### config.mk
export PLATFORM = sky130hd
export DESIGN_NAME = m_countdown_timer
export DESIGN_NICKNAME = d
export VERILOG_FILES = /design/src/rtl/m_countdown_timer.sv
export SDC_FILE = /design/constraint.sdc
export NUM_CORES = 1
export LEC_CHECK = 0
export ABC_AREA = 1
export CAP_MARGIN = 20
export CORE_MARGIN = 3
export CORE_UTILIZATION = 44
export CTS_BUF_LIST = sky130_fd_sc_hd__clkbuf_8
export CTS_CLUSTER_SIZE = 14
export DETAILED_ROUTE_END_ITERATION = 10
export PLACE_DENSITY_LB_ADDON = 0.25
export SLEW_MARGIN = 10
export SYNTH_ARGS = -nofsm -noshare
export SYNTH_HDL_FRONTEND = slang
export SYNTH_SLANG_ARGS = --single-unit
### constraint.sdc
create_clock -name ck -period 1.4 [get_ports ck]
set_input_delay 0.42 -clock ck [delete_from_list [all_inputs] [get_ports ck]]
set_output_delay 0.42 -clock ck [all_outputs]
set_load 0.01 [all_outputs]
### src/rtl/m_countdown_timer.sv
// Loadable modulo down-counter: counts enabled ticks down from `law` and pulses `countdown`
// for one cycle on expiry. Supports one-shot, auto-reload, pause (stop) and resume.
module m_countdown_timer #(
  parameter int unsigned W = 6
) (
  input  logic         ck,
  input  logic         nres,
  input  logic         start,
  input  logic         stop,
  input  logic         resume,
  input  logic         en,
  input  logic         mode_reload,
  input  logic [W-1:0] law,
  output logic [W-1:0] q,
  output logic         busy,
  output logic         countdown
);

  typedef enum logic [1:0] {StIdle, StRun, StHold} state_e;

  state_e state_q;

  always_ff @(posedge ck or negedge nres) begin
    if (!nres) begin
      state_q   <= StIdle;
      q         <= '0;
      busy      <= 1'b0;
      countdown <= 1'b0;
    end else begin
      countdown <= 1'b0;
      if (start) begin
        // A zero load expires immediately with a single pulse and never free-runs.
        if (law != '0) begin
          q       <= law;
          state_q <= StRun;
          busy    <= 1'b1;
        end else begin
          q         <= '0;
          state_q   <= StIdle;
          busy      <= 1'b0;
          countdown <= 1'b1;
        end
      end else begin
        unique case (state_q)
          StRun: begin
            if (stop) begin
              state_q <= StHold;
            end else if (en) begin
              if (q > W'(1)) begin
                q <= q - W'(1);
              end else begin
                countdown <= 1'b1;
                // mode_reload and law are sampled here, so both may change mid-count.
                if (mode_reload && (law != '0)) begin
                  q <= law;
                end else begin
                  q       <= '0;
                  state_q <= StIdle;
                  busy    <= 1'b0;
                end
              end
            end
          end
          StHold: begin
            if (resume) begin
              state_q <= StRun;
            end
          end
          default: begin
          end
        endcase
      end
    end
  end

endmodule

==> metrics.csv <==
metric;value;unit
insertion_delay;0.24;ns
clock_path_buffers;2;
rr_worst_depth;11;
finClkSkew;0.00358;ns
syn_nets;122;
final_layout_size_suffix_gt1_share;34.9;%
nFillCells;102;
synth_seq_cells;10;
max_cap_violations;0;
overflow;0;
dp_hpwl;1640;microns
fin_total_pwr;1700;uW
rrSetupSlack;-0.03;ns
cts_root_buf;clkbuf_8;
synthAdderAreaFrac;3.34;%
nets;168;
slew_headroom;83.3;%
netlist_instances;107;
drt_pass1_iterations;4;
synth.yosys.seq_area_share;33.4;%
synthSimpleGateAreaFrac;48.1;%
fin_util;79.1;%
syn_area;749;sq um
crit_arrival;1.56;ns
cts_made_buffers;3;
area_growth;64.6;%
timing.rr.end;q[0]$_DFFE_PN0P_;
wl_per_cell;13.5;microns
worstPathMaxFanout;6;
post-route-drc-count;0;
dp_cells;160;
antenna_found_initial;0;
hold_viol;0;
violations;setup timing;
yosysUniqueCellTypes;22;
num_io_pins;21;
cts_tree;yes;
whs_endpoint;state_q[1]$_DFFE_PN0P_;
reg2reg_from;q[0]$_DFFE_PN0P_;
p_leak;0.000619;uW
worst_slack;-0.0362;ns
core_area;0.00156;sq mm
final_antenna_net_count;0;
timing.final.crit_share;103;%
die_x;47.3;microns
worst_pin_slew;0.249;ns
synth_xor_area_share;1.17;%
pre_cts_ws;-0.284;ns
clk_pin_slew_worst_paths;0.05;ns
drtIter0Drc;23;
cts_sinks;10;
grtUsageTotal;22.6;%
grt_pass1_wl;3570;microns
fin_cells;168;
layout_commonest_cell;nand2_1;
synth_compound_gate_area_share;7.01;%
multi_input_area;512;sq um
ys_warn_count;0;
setup_violations;7;
end_kind;flop;
holdPathStages;2;
status;finished with violations;
grt_max_degree;11;
p_per_area;1380;mW/mm^2
regArea;251;sq um
min_from;state_q[1]$_DFFE_PN0P_;
synth_top_family_by_area;simple AND/OR/NAND/NOR gates;
std_cell_rows;14;
vias;871;
fmax;696;MHz
muxShareOfSynthArea;0;%
drv_slew;0;
routed_wl;2270;microns
viasPerCell;5.18;
rsz0062_at_grt;yes;
period_needed;1.44;ns
crit_path_start_kind;primary input;
gp_congestion;0.808;
required;1.53;ns
critPathKind;in -> reg;
final_cell_mix;25 x nand2_1, 21 x buf_4, 13 x nor2_1;
start_util;48.1;%
die_y;47.3;microns
avgSynthCellArea;7.00;sq um
diodes;0;
ctsHtreeMaxLevel;1;
port_buffers;20;
ir_drop;1180;uV
dieArea;0.00223;sq mm
grt_pass1_vias;876;
hold_class;reg -> reg;
[cells in the mapped netlist, drive strengths merged]
| cell type | count | area [sq um] |
|---|---|---|
| a21oi | 7 | 38.8 |
| ha | 2 | 25.0 |
| clkinv | 1 | 3.75 |
| nand3b | 3 | 22.5 |
| xor2 | 1 | 8.76 |
| nand3 | 14 | 87.6 |
| a31o | 1 | 8.76 |
| nor2 | 19 | 93.8 |
| nor3 | 2 | 10.0 |
| dfrtp | 10 | 250 |
| o21ai | 1 | 5.00 |
| nand2 | 32 | 140 |
| inv | 13 | 48.8 |
| nand4 | 1 | 6.26 |
[state kept, by name, summed over array words and instances, names as in the netlist]
name,cells
busy,1
countdown,1
q,6
state_q,2
[stage by stage]
| stage | TNS, ns | cell area [sq um] | hold WS [ns] |
|---|---|---|---|
| 2_1_floorplan | 0 | 753 | 0.124 |
| 3_3_place_gp | -1.86 | 1100 | 0.461 |
| 6_report | -0.117 | 1230 | 0.480 |
| 5_1_grt | -0.692 | 1230 | 0.496 |
| 4_1_cts | -0.0147 | 1210 | 0.476 |
| 3_5_place_dp | -2.12 | 1100 | 0.467 |
[layout make-up]
| cell class | instances | share of cell area (%) |
|---|---|---|
| Clock inverter | 1 | 0.304 |
| Tap cell | 16 | 1.62 |
| Clock buffer | 3 | 3.35 |
| Inverter | 14 | 4.46 |
| Timing Repair Buffer | 41 | 28.4 |
| Sequential cell | 10 | 20.4 |
| Multi-Input combinational cell | 83 | 41.5 |
[power breakdown]
part	switching [uW]	internal, uW	leakage (uW)
clock	116	192	0.0000269
sequential	65.0	371	0.000118
combinational	522	437	0.000474
total	703	1000	0.000619
[worst max-delay path by stage]
stage          cells past startpoint                endpoint  slack (ns)             start
2_1_floorplan                     11  state_q[0]$_DFFE_PN0P_        0.01  q[0]$_DFFE_PN0P_
3_3_place_gp                       9        q[0]$_DFFE_PN0P_       -0.25            law[2]
3_5_place_dp                       9        q[0]$_DFFE_PN0P_       -0.28            law[2]
4_1_cts                            9        q[0]$_DFFE_PN0P_      -0.008            law[2]
5_1_grt                           11  state_q[0]$_DFFE_PN0P_       -0.11  q[0]$_DFFE_PN0P_
6_report                           9        q[0]$_DFFE_PN0P_       -0.04            law[0]
[per-layer routing]
layer | routed length, microns | global-route usage, % | part of all wire, %
met1 | 964 | 27.9 | 42
met2 | 1190 | 38.5 | 53
met3 | 85 | 4.21 | 3.7
met4 | 27 | 8.29 | 1.2
met5 | 0 | 0 | 0
[what timing repair did]
item	4_1_cts	5_1_grt
hold buffers	0	0
gates cloned	0	0
resized for setup	15	10
setup endpoints to repair	13	11
setup buffers	5	0
pin swaps	6	11
[critical path, cell delays in order]
cell and delay, ns:
clkdlybuf4s50_1 0.43, nor2_1 0.11, nand3_1 0.13, nand2_2 0.14, nand2_4 0.07, nand2_1 0.06, o21ai_0 0.08, nand2_1 0.07
nand2_1 0.05
[cell families (layout without fill, tap and decap cells)]
kind of cell               Yosys count  count (layout)
DFF                                 10              10
buffers and inverters               14              59
adders and majority gates            2               2
xor gates and xnor gates             1               1
AOI/OAI and AO/OA                    9               9
and+or+nand+nor                     71              71
(Power assumes the default switching activity.)
